--- src/rtl/uart_pkg.sv ---
// Shared UART definitions: transmit FSM states, default oversampling ratio
// and the parity helper also used by the receiver's checker.
package uart_pkg;

    typedef enum logic [2:0] {
        IDLE,
        FETCH,
        WAIT,
        START,
        DATA,
        PARITY,
        STOP
    } state_t;

    localparam int OVERSAMPLE_DEF = 16;

    // With 7-bit frames bit 7 is excluded; odd parity inverts the XOR.
    function automatic logic calc_parity(input logic [7:0] data,
                                         input logic       bit8,
                                         input logic       odd);
        logic [7:0] used;
        used = bit8 ? data : {1'b0, data[6:0]};
        return (^used) ^ odd;
    endfunction

endpackage

--- src/rtl/uart_tx_serializer.sv ---
// UART transmit stage: pops bytes from the TX FIFO and serialises them as
// start / 7-8 data bits LSB first / optional parity / 1-2 stop bits.
module uart_tx_serializer
    import uart_pkg::*;
#(
    parameter int RD_LATENCY = 2,
    parameter int STOP_BITS  = 1,
    parameter int OVERSAMPLE = OVERSAMPLE_DEF
) (
    input  logic       clk,
    input  logic       reset,
    input  logic       baud_en,
    input  logic       bit8,
    input  logic       parity_en,
    input  logic       odd_n_even,
    input  logic       fifo_empty,
    input  logic [7:0] fifo_data,
    output logic       fifo_rdb,
    output logic       tx,
    output logic       tx_busy
);

    state_t     state_q, state_d;
    logic [1:0] wait_cnt;
    logic [3:0] tick_cnt;
    logic [3:0] bit_cnt;
    logic [7:0] shift_q;
    logic       cfg_bit8, cfg_par_en, par_bit;
    logic       tx_q, tx_d, rdb_q, busy_q;
    logic       active, bit_end, wait_done, last_data;
    logic       load, shift_en, bit_clr, bit_inc;

    assign active    = state_q inside {START, DATA, PARITY, STOP};
    assign bit_end   = active && baud_en && (tick_cnt == 4'(OVERSAMPLE - 1));
    assign wait_done = (wait_cnt == 2'(RD_LATENCY - 1));
    assign last_data = (bit_cnt == (cfg_bit8 ? 4'd7 : 4'd6));

    // tx_d is the line value for the next cycle, so TX itself is a flop.
    always_comb begin
        state_d  = state_q;
        tx_d     = tx_q;
        load     = 1'b0;
        shift_en = 1'b0;
        bit_clr  = 1'b0;
        bit_inc  = 1'b0;
        case (state_q)
            IDLE: begin
                tx_d = 1'b1;
                if (!fifo_empty) state_d = FETCH;
            end
            FETCH: state_d = WAIT;
            WAIT: begin
                if (wait_done) begin
                    load    = 1'b1;
                    tx_d    = 1'b0;
                    state_d = START;
                end
            end
            START: begin
                if (bit_end) begin
                    tx_d     = shift_q[0];
                    shift_en = 1'b1;
                    bit_clr  = 1'b1;
                    state_d  = DATA;
                end
            end
            DATA: begin
                if (bit_end) begin
                    if (last_data) begin
                        bit_clr = 1'b1;
                        if (cfg_par_en) begin
                            tx_d    = par_bit;
                            state_d = PARITY;
                        end else begin
                            tx_d    = 1'b1;
                            state_d = STOP;
                        end
                    end else begin
                        tx_d     = shift_q[0];
                        shift_en = 1'b1;
                        bit_inc  = 1'b1;
                    end
                end
            end
            PARITY: begin
                if (bit_end) begin
                    tx_d    = 1'b1;
                    bit_clr = 1'b1;
                    state_d = STOP;
                end
            end
            STOP: begin
                tx_d = 1'b1;
                if (bit_end) begin
                    if (bit_cnt == 4'(STOP_BITS - 1)) begin
                        bit_clr = 1'b1;
                        state_d = IDLE;
                    end else begin
                        bit_inc = 1'b1;
                    end
                end
            end
            default: begin
                tx_d    = 1'b1;
                state_d = IDLE;
            end
        endcase
    end

    always_ff @(posedge clk or posedge reset) begin
        if (reset) begin
            state_q <= IDLE;
            tx_q    <= 1'b1;
            rdb_q   <= 1'b1;
            busy_q  <= 1'b0;
        end else begin
            state_q <= state_d;
            tx_q    <= tx_d;
            rdb_q   <= (state_d != FETCH);
            busy_q  <= (state_d != IDLE);
        end
    end

    // Frame format is frozen at load so config changes only hit the next byte.
    always_ff @(posedge clk or posedge reset) begin
        if (reset) begin
            wait_cnt   <= '0;
            tick_cnt   <= '0;
            bit_cnt    <= '0;
            shift_q    <= '0;
            cfg_bit8   <= 1'b0;
            cfg_par_en <= 1'b0;
            par_bit    <= 1'b0;
        end else begin
            wait_cnt <= (state_q == WAIT) ? wait_cnt + 2'd1 : 2'd0;

            if (load)
                tick_cnt <= '0;
            else if (active && baud_en)
                tick_cnt <= bit_end ? 4'd0 : tick_cnt + 4'd1;

            if (bit_clr)
                bit_cnt <= '0;
            else if (bit_inc)
                bit_cnt <= bit_cnt + 4'd1;

            if (load) begin
                shift_q    <= fifo_data;
                cfg_bit8   <= bit8;
                cfg_par_en <= parity_en;
                par_bit    <= calc_parity(fifo_data, bit8, odd_n_even);
            end else if (shift_en) begin
                shift_q <= {1'b0, shift_q[7:1]};
            end
        end
    end

    assign tx       = tx_q;
    assign fifo_rdb = rdb_q;
    assign tx_busy  = busy_q;

endmodule
--- config.mk ---
export PLATFORM = sky130hd
export DESIGN_NAME = uart_tx_serializer
export DESIGN_NICKNAME = d
export VERILOG_FILES = /design/src/rtl/uart_pkg.sv /design/src/rtl/uart_tx_serializer.sv
export SDC_FILE = /design/constraint.sdc
export NUM_CORES = 1
export LEC_CHECK = 0
export ABC_AREA = 1
export ABC_CLOCK_PERIOD_IN_PS = 2150
export CORE_AREA = 5 5 66 68
export CTS_BUF_LIST = sky130_fd_sc_hd__clkbuf_4
export CTS_CLUSTER_SIZE = 8
export DETAILED_ROUTE_END_ITERATION = 10
export DIE_AREA = 0 0 71 73
export SLEW_MARGIN = 20
export SYNTH_ARGS = -nofsm -noshare
export SYNTH_HDL_FRONTEND = slang
export SYNTH_SLANG_ARGS = --single-unit
export TNS_END_PERCENT = 20
--- constraint.sdc ---
create_clock -name clk -period 2.15 [get_ports clk]
set_clock_uncertainty 0.2 [all_clocks]
set_input_delay 0.5375 -clock clk [delete_from_list [all_inputs] [get_ports clk]]
set_output_delay 0.5375 -clock clk [all_outputs]
set_load 0.03 [all_outputs]
==> results of run 1 <==
-- metal layers --
metal	vias to the layer above	routed length (um)	track usage, %
met5	-	0	0
met4	0	56	5.64
met3	5	127	1.79
met2	27	1450	23.3
met1	600	1430	15.9
li1	726	-	-
-- how the worst min path moves through the flow --
stage	slack, ps	cells past startpoint	endpoint
final	240	1	wait_cnt[0]
after global routing	270	1	wait_cnt[0]
after CTS	240	1	wait_cnt[0]
after detailed placement	220	1	wait_cnt[0]
after global placement	220	1	wait_cnt[0]
after floorplan	210	1	wait_cnt[0]
-- through the flow --
step / power [mW] / cell area (um2) / utilization (%) / hold slack (ps)
after floorplan: 0.797 / 1590 / - / 210
after global placement: 0.880 / 1840 / 48.5 / 222
after detailed placement: 0.885 / 1840 / 48.5 / 223
after CTS: 1.11 / 1870 / 49.2 / 242
after global routing: 1.17 / 1870 / 49.2 / 268
final: 1.10 / 1870 / 49.2 / 239
-- synthesized netlist by cell type --
| cell type | instances | area, um2 |
|---|---|---|
| nand2_2 | 1 | 6.26 |
| nand2_1 | 63 | 236 |
| o21ai_4 | 1 | 16.3 |
| nor2_1 | 15 | 56.3 |
| nor2_4 | 1 | 11.3 |
| and3_1 | 1 | 6.26 |
| buf_4 | 1 | 7.51 |
| nand3_1 | 22 | 110 |
| buf_2 | 1 | 5.00 |
| a31oi_1 | 1 | 6.26 |
| nand3_2 | 1 | 10.0 |
| inv_1 | 29 | 109 |
| ha_1 | 4 | 50.1 |
| xor2_1 | 4 | 35.0 |
| inv_2 | 1 | 3.75 |
| nand4_1 | 4 | 25.0 |
| or2_2 | 1 | 6.26 |
| o21ai_0 | 24 | 120 |
| dfstp_2 | 2 | 52.6 |
| o21bai_1 | 1 | 7.51 |
| dfrtp_1 | 25 | 626 |
| xnor2_1 | 3 | 26.3 |
| a21oi_1 | 4 | 20.0 |
| o31ai_1 | 1 | 7.51 |
| nand3_4 | 1 | 17.5 |
| buf_6 | 1 | 11.3 |
-- cells by family (layout without fill, tap and decap cells) --
| group | after synthesis | count (layout) | synth area share (%) |
|---|---|---|---|
| adders and majority gates | 4 | 4 | 3.15 |
| xor gates and xnor gates | 7 | 7 | 3.86 |
| DFF | 27 | 27 | 42.7 |
| AOI/OAI and AO/OA | 32 | 32 | 11.2 |
| buffers and inverters | 33 | 57 | 8.58 |
| and+or+nand+nor | 110 | 110 | 30.6 |
-- timing repair --
action                     CTS  global route
hold buffers                 0             0
setup endpoints to repair    2             0
gates resized for setup      2             0
hold endpoints to repair     0             0
buffers inserted             0             0
-- layout make-up --
cell class	count	area, um2
Clock buffer	3	22.5
Clock inverter	1	7.51
Fill cell	396	1930
Inverter	30	113
Multi-Input combinational cell	153	774
Sequential cell	27	678
Tap cell	50	62.6
Timing Repair Buffer	23	213
-- power breakdown --
part	total (mW)	switching, mW	internal [mW]
Clock	0.228	0.156	0.0714
Combinational	0.255	0.137	0.118
Sequential	0.616	0.0532	0.563
-- sequential cells by signal, indices dropped and copies added, names as in the netlist --
| signal | cells |
|---|---|
| tx_busy | 1 |
| state_q | 3 |
| cfg_bit8 | 1 |
| shift_q | 8 |
| wait_cnt | 2 |
| cfg_par_en | 1 |
| tx | 1 |
| bit_cnt | 4 |
| fifo_rdb | 1 |
| tick_cnt | 4 |
| par_bit | 1 |
==> results by group, run 1 <==
Run status
  – Outcome: completed

Drt
  – DRT antenna net count: 0
  – DRT iter0 DRCs: 53
  – DR WL/cell: 10.7 um
  – Drt pass-1 iters: 4
  – Routed WL: 3070 um
  – Vias: 1358
  – Residual DRC count: 0
  – Post-DR vias/cell: 4.73

Critical path
  – Worst path max stage delay: 660 ps
  – Crit-path max FO: 1
  – R2R Setup Slk: 250 ps
  – CP bufs+invs: 1
  – Crit path to: tx_busy
  – Cell class contributing the biggest share of worst-path delay: buffers and inverters
  – RR Endpoint: shift_q[3]
  – WP data arrival: 1330 ps
  – Cells on worst reg2reg path: 6
  – Worst setup startpoint: tx_busy
  – Critical path startpoint category: register
  – Crit-path slowest cell: clkdlybuf4s50_1
  – CP Class: reg2out
  – CP Cell Sequence: clkdlybuf4s50_1
  – Worst r2r src: state_q[2]
  – Critical path depth: 1
  – Worst EP required: around 1400 ps
  – Crit path capture type: output port

Die
  – Die area: 0.00518 mm2
  – Die height: 73 um
  – Row cnt: 23
  – Core Region: between 0.003 and 0.004 mm2
  – Top Ports: 18
  – Die width: 71 um
  – Initial Util: 41.8%

Global routing
  – First-pass GRT wire length: 5410 um
  – Grt ovf: 0
  – Number of global-route vias before repair: 1287
  – GR Util All Layers: 13.1%
  – Largest net degree at the start of global routing: 28
  – Antenna violations before repair: 0

Run
  – Max-cap violations: 0

Layout
  – Syn-to-layout area delta: 17.7%
  – Cell Count, Final, Fillers Out: roughly 290
  – Layout cells sized above 1: roughly 8%
  – Commonest non-fill, non-tap cell in the layout: nand2_1
  – ANT cells: 0
  – Most frequent cells in the layout: 63 x nand2_1, 29 x inv_1, 25 x dfrtp_1
  – NumNets Final: around 260

Placement
  – Dpl hpwl: 2350 um
  – Dpl ws: 42.4 ps
  – Final GP Congestion: 0.797
  – # placed instances: 283
  – IO buf count: 17

Yosys
  – Netlist cell types: 26
  – Post-synth net total: ~230
  – Synth warn: 0
  – #FFs+latches synth: 27
  – Mapped Cells: 213
  – Seq/Total Area, Yosys: 42.7%
  – Mapped Avg Cell Area: between 7 and 8 um2
  – Syn Std Cell Area: 0.00159 mm2

Clock network
  – Number of clock sinks: 27
  – CTS root buf: clkbuf_4
  – Skew-Pair Late Insertion Delay: 340 ps
  – Clock Path Buffers: 2
  – CTS tree: done
  – H-tree depth: 1
  – Cts bufs inserted: 3
  – Clock Pin Slew Worst Setup and Hold Paths: about 140 ps

Power
  – Pwr per Cell Area: 587 mW/mm2
  – Pleak: 0.913 nW
  – Peak supply drop: 204 uV

Timing
  – Unrepaired setup endpoints after global routing: no
  – Slew HR: 78.0%
  – Endpoints failing setup: 0
  – Final setup margin: 83.3 ps
  – Final period utilization: between 90% and 100%
  – Slew @ Worst Pin: 329 ps
  – Setup TNS Final: 0 ps
  – Final hold vios: 0
  – Max Slew Vio Count: 0
  – Max Clk Rate: 484 MHz
  – Minimum clock period: 2070 ps

Min path
  – HP Class: reg2reg
  – Worst Hold Launch: wait_cnt[0]
No activity file was read; power rests on OpenSTA's default activity.
==> inputs of run 2 (changes only) <==
--- a/config.mk
+++ b/config.mk
@@ -6,12 +6,13 @@
 export NUM_CORES = 1
 export LEC_CHECK = 0
 export ABC_AREA = 1
-export ABC_CLOCK_PERIOD_IN_PS = 2150
-export CORE_AREA = 5 5 66 68
+export ABC_CLOCK_PERIOD_IN_PS = 1750
+export CORE_AREA = 5 5 91 51
 export CTS_BUF_LIST = sky130_fd_sc_hd__clkbuf_4
 export CTS_CLUSTER_SIZE = 8
 export DETAILED_ROUTE_END_ITERATION = 10
-export DIE_AREA = 0 0 71 73
+export DIE_AREA = 0 0 96 56
+export PLACE_DENSITY = 0.66
 export SLEW_MARGIN = 20
 export SYNTH_ARGS = -nofsm -noshare
 export SYNTH_HDL_FRONTEND = slang
==> constraint.sdc (replaced) <==
create_clock -name clk -period 1.75 [get_ports clk]
set_clock_uncertainty 0.2 [all_clocks]
set_input_delay 0.4375 -clock clk [delete_from_list [all_inputs] [get_ports clk]]
set_output_delay 0.4375 -clock clk [all_outputs]
set_load 0.03 [all_outputs]
==> run 2 against run 1 <==
- critical path depth up 8
- non-clock buffer count grew 30
- sequential power up 23%
- clock-buffer cell count did not move
- critical path type is now reg2reg
==> results by group, run 2 (same netlist as run 1, synthesis figures left out) <==
Drt
  – Residual DRC count: 0 (unchanged)
  – Drt pass-1 iters: 4 (unchanged)
  – DR WL/cell: 12.0 um (+12%)
  – DRT antenna net count: 0 (unchanged)
  – Vias: 1503 (+11%)
  – Routed WL: 3850 um (+25%)
  – Post-DR vias/cell: 4.68 (-1.0%)
  – DRT iter0 DRCs: 47 (-11%)

Layout
  – Commonest non-fill, non-tap cell in the layout: nand2_1
  – NumNets Final: 287 (+12%)
  – Top flop regs: shift_q: 8 flops, bit_cnt: 4 flops, tick_cnt: 4 flops
  – Top reg by flops: shift_q
  – Fill cells: 359 (-9.3%)
  – Layout cells sized above 1: 30.3% (+22 points)
  – Syn-to-layout area delta: 41.6%
  – Max reg flops: 8 (unchanged)
  – ANT cells: 0 (unchanged)
  – Final Core Density: 60.4% (+11 points)
  – Most frequent cells in the layout: 54 x nand2_1, 33 x buf_4, 24 x inv_1
  – Final Cell Area: 0.00225 mm2 (+20%)

Timing
  – Final hold vios: 0 (unchanged)
  – Hold_ws: 213 ps (-26.2 ps)
  – Minimum clock period: 1720 ps
  – Final period utilization: 98.2%
  – Unrepaired setup endpoints after global routing: yes
  – Endpoints failing setup: 0 (unchanged)
  – Setup TNS Final: 0 ps (unchanged)
  – Max Clk Rate: between 500 and 600 MHz
  – Slew HR: 80.3% (+2.2 points)
  – Max Slew Vio Count: 0 (unchanged)
  – Slew @ Worst Pin: 297 ps (-32.1 ps)

Global routing
  – Antenna violations before repair: 0 (unchanged)
  – Largest net degree at the start of global routing: 28 (unchanged)
  – Grt ovf: 0 (unchanged)
  – Number of global-route vias before repair: 1320 (+2.6%)
  – GR Util All Layers: 14.8% (+1.7 points)
  – First-pass GRT wire length: 6310 um (+17%)

Clock network
  – H-tree depth: 1 (unchanged)
  – CTS tree: done
  – Clock Path Buffers: 2 (unchanged)
  – Cts bufs inserted: 3 (unchanged)
  – Skew-Pair Late Insertion Delay: 330 ps (about the same)
  – CTS root buf: clkbuf_4
  – Hold_buf cts: 0 (unchanged)
  – Clock Pin Slew Worst Setup and Hold Paths: 150 ps (about the same)
  – Number of clock sinks: 27 (unchanged)

Power
  – Pwr per Cell Area: 654 mW/mm2 (+11%)
  – Pleak: 1.08 nW (+18%)
  – Power, Total: 1.47 mW (+34%)
  – Peak supply drop: 251 uV (+23%)

Critical path
  – CP Class: reg2reg
  – WP data arrival: 1750 ps (+420 ps)
  – Crit-path max FO: 8 (+7)
  – Critical path startpoint category: register
  – Crit path capture type: register
  – Worst EP required: 1790 ps (+380 ps)
  – R2R Setup Slk: 30 ps (-220 ps)

Die
  – Core Region: 0.00372 mm2 (-2.0%)
  – Die width: 96 um (+35%)
  – Top Ports: 18 (unchanged)
  – Initial Util: 42.7% (+0.84 points)
  – Row cnt: 16 (-30%)
  – Die area: 0.00538 mm2 (+3.7%)
  – Die height: 56 um (-23%)

Min path
  – HP Class: in2async

Placement
  – Final GP Congestion: 0.894 (+12%)
  – IO buf count: 17 (unchanged)
  – Placed cell area: 0.00204 mm2 (+11%)
  – Dpl hpwl: 2820 um (+20%)

Run status
  – Outcome: completed

Run
  – Max-cap violations: 0 (unchanged)
## run 2: worst paths after layout
path | startpoint | cells past startpoint | endpoint
setup / recovery | state_q[0] | 9 | tx_busy
min in group clk | tx | 2 | tx
max in group asynchronous | reset | 3 | tx
setup reg to reg | state_q[0] | 9 | tx_busy
hold / removal | reset | 3 | shift_q[3]
hold reg to reg | tx | 2 | tx
## run 2: timing repair
item / in CTS / in global routing
gates resized for setup: 3 / 38
hold endpoints to repair: 0 / 0
setup endpoints to repair: 4 / 21
gates cloned: 0 / 0
pin swaps: 0 / 11
buffers inserted: 0 / 9
## run 2: layer usage
metal	track usage (%)	vias to the layer above	wire length, um	part of all wire [%]
li1	-	792	-	-
met1	23.7	668	2030	53
met2	19.6	37	1620	42
met3	4.19	6	177	4.6
met4	1.82	0	21	0.55
met5	0	-	0	0
## run 2: report_power, final
part / switching, mW / internal [mW]
logic: 0.218 / 0.212
clock network: 0.195 / 0.0860
registers: 0.0681 / 0.691
total: 0.481 / 0.989
## run 2: layout make-up
cell class	count	area [um2]	area share, %
clock buffers	3	22.5	1.00
clock inverters	1	5.00	0.222
inverters	30	115	5.12
multi-input cells	153	878	39.0
flip-flops and latches	27	681	30.3
well taps	54	67.6	3.00
repair buffers	53	480	21.4
## run 2: critical path: stages (launching register included)
cell     delay [ps]
dfrtp_2         480
buf_4           160
nand3_4          90
nand3_4         120
nand3_4         190
nor2_2           50
nand2_1          50
nand2_1          60
nor2_2          150
nand3_1          80
## run 2: per-stage QoR
step / cells / worst slack, ps
after floorplan: 213 / 69.8
after global placement: 308 / -220
after detailed placement: 308 / -240
after CTS: 312 / -6.83
after global routing: 321 / -73.5
final: 321 / 31.7
==> inputs of run 3 (changes only) <==
--- a/config.mk
+++ b/config.mk
@@ -7,11 +7,11 @@
 export LEC_CHECK = 0
 export ABC_AREA = 1
 export ABC_CLOCK_PERIOD_IN_PS = 1750
-export CORE_AREA = 5 5 91 51
+export CORE_AREA = 8 8 94 54
 export CTS_BUF_LIST = sky130_fd_sc_hd__clkbuf_4
 export CTS_CLUSTER_SIZE = 8
 export DETAILED_ROUTE_END_ITERATION = 10
-export DIE_AREA = 0 0 96 56
+export DIE_AREA = 0 0 102 62
 export PLACE_DENSITY = 0.66
 export SLEW_MARGIN = 20
 export SYNTH_ARGS = -nofsm -noshare
==> run 3 against run 2 <==
- clock power up 10%
- worst setup slack improved by 7.1 ps
- utilization fell by 1.5 points
- global-route usage down 1.3 points
- sequential share of layout area rose by 0.79 points
- final cell count shrank 0.31%
- die area increased by 18%
- first-iteration DRC count grew 140%
- sequential power shrank 0.7%
- cell area is 2.6% lower
- routed wire length up 2.6%
- total power rose by 1.1%
- critical path type unchanged
- largest cell class unchanged
==> results by group, run 3 (same netlist as run 1, synthesis figures left out) <==
Placement
  – Dpl hpwl: 2910 um (+3.2%)
  – Final GP Congestion: 0.926 (+3.6%)
  – IO buf count: 17 (unchanged)
  – Dpl ws: -230 ps (+10.0 ps)

Global routing
  – First-pass GRT wire length: 6660 um (+5.6%)
  – Antenna violations before repair: 0 (unchanged)
  – Largest net degree at the start of global routing: 28 (unchanged)
  – GR peak layer: met2
  – Met3 Use GR: 4.11% (-0.078 points)
  – Grt met1 use: 19.6% (-4.1 points)
  – GR Util All Layers: 13.5% (-1.3 points)
  – Grt ovf: 0 (unchanged)
  – Met2 Use GR: 19.7% (+0.024 points)
  – Number of global-route vias before repair: 1420 (+7.6%)

Timing
  – Slew @ Worst Pin: 279 ps (-18.3 ps)
  – Final setup margin: 38.8 ps (+7.06 ps)
  – Max Clk Rate: 584 MHz (+0.41%)
  – Setup TNS Final: 0 ps (unchanged)
  – Max Slew Vio Count: 0 (unchanged)
  – Slew HR: 81.3% (+1.1 points)
  – Unrepaired setup endpoints after global routing: yes
  – Final hold vios: 0 (unchanged)
  – Final period utilization: 97.8% (-0.40 points)
  – Hold_ws: 202 ps (-11.0 ps)
  – Minimum clock period: 1710 ps (-7.06 ps)
  – Endpoints failing setup: 0 (unchanged)

Power
  – Pleak: 1.07 nW (-0.48%)
  – Pwr per Cell Area: 678 mW/mm2 (+3.8%)
  – Power, Total: 1.49 mW (+1.1%)
  – Peak supply drop: 296 uV (+18%)

Critical path
  – CP Class: reg2reg
  – Crit path capture type: register
  – CP Cell Sequence: buf_4 > nand3_2 > nand3_4 > nand3_4 > nor2_1 > nand2_1 > nand2_1 > nor2_2 > nand3_1
  – WP data arrival: 1740 ps (about the same)
  – Crit-path slowest cell: dfrtp_2
  – Crit-path max FO: 8 (unchanged)
  – Worst path max stage delay: 460 ps (-20 ps)
  – Critical path startpoint category: register
  – Worst EP required: 1780 ps (about the same)

Clock network
  – CTS root buf: clkbuf_4
  – Clock Pin Slew Worst Setup and Hold Paths: 160 ps (about the same)
  – Number of clock sinks: 27 (unchanged)
  – CTS tree: done
  – Clock Path Buffers: 2 (unchanged)
  – Cts bufs inserted: 3 (unchanged)
  – H-tree depth: 1 (unchanged)
  – Skew-Pair Late Insertion Delay: 350 ps (+20 ps)

Layout
  – Commonest non-fill, non-tap cell in the layout: nand2_1
  – Syn-to-layout area delta: 38.0%
  – Multi-input logic area: 837 um2 (-4.7%)
  – Most frequent cells in the layout: 59 x nand2_1, 33 x buf_4, 27 x inv_1
  – NumNets Final: 286 (-0.35%)
  – Layout cells sized above 1: 25.9% (-4.4 points)
  – Reg area: 681 um2 (unchanged)
  – Max reg flops: 8 (unchanged)
  – Top flop regs: shift_q: 8 flops, bit_cnt: 4 flops, tick_cnt: 4 flops
  – Top reg by flops: shift_q
  – ANT cells: 0 (unchanged)
  – Fill cells: 360 (+0.28%)

Die
  – Die area: 0.00632 mm2 (+18%)
  – Die height: 62 um (+11%)
  – Die width: 102 um (+6.3%)
  – Initial Util: 42.7% (unchanged)
  – Core Region: 0.00372 mm2 (unchanged)
  – Row cnt: 16 (unchanged)
  – Top Ports: 18 (unchanged)

Drt
  – Drt pass-1 iters: 4 (unchanged)
  – DRT antenna net count: 0 (unchanged)
  – Post-DR vias/cell: 4.79 (+2.3%)
  – DRT iter0 DRCs: 113 (+140%)
  – Routed WL: 3950 um (+2.6%)
  – Vias: 1533 (+2.0%)
  – DR WL/cell: 12.4 um (+3.0%)
  – Residual DRC count: 0 (unchanged)

Min path
  – HP Class: in2async

Run
  – Max-cap violations: 0 (unchanged)

Run status
  – Outcome: completed
## run 3: critical path: cells and delay by family, from the launching register on
kind / cells / cell delay, ps
buffers and inverters: 1 / 150
DFF: 1 / 460
and+or+nand+nor: 8 / 800
## run 3: power by group
| group | switching (mW) | leakage, nW | internal [mW] |
|---|---|---|---|
| Sequential | 0.0627 | 0.278 | 0.691 |
| Clock | 0.204 | 0.0184 | 0.105 |
| Combinational | 0.211 | 0.775 | 0.213 |
## run 3: what timing repair did
action,CTS,global route
gates resized for setup,3,21
hold buffers,0,0
pin swaps,1,5
buffers inserted,0,10
setup endpoints to repair,3,18
gates cloned,0,0
## run 3: metal layers
metal  routed length [um]  up-vias
met5                    0        -
met4                   10        0
met3                  223        4
met2                 1660       34
met1                 2050      706
li1                     -      789
## run 3: final timing paths
path                        startpoint           to  slack (ps)  cells after the start
setup reg to reg            state_q[0]      tx_busy          40                      9
hold / removal                   reset  tick_cnt[3]         200                      3
hold reg to reg            wait_cnt[0]  wait_cnt[0]         250                      1
max in group asynchronous        reset     fifo_rdb         910                      3
setup / recovery            state_q[0]      tx_busy          40                      9
min in group clk           wait_cnt[0]  wait_cnt[0]         250                      1
## run 3: final cells by class
class                           instances  share of cell area [%]
Multi-Input combinational cell        153                    38.2
Sequential cell                        27                    31.1
Clock buffer                            4                    1.37
Tap cell                               54                    3.08
Inverter                               30                    5.14
Timing Repair Buffer                   52                    21.2
## run 3: per-stage QoR
stage               util, %  instance area (um2)  cells
floorplan                 -                 1590    213
global placement       54.3                 2020    306
detailed placement     54.3                 2020    306
CTS                    55.4                 2060    310
global route           58.9                 2190    320
finish                 58.9                 2190    320
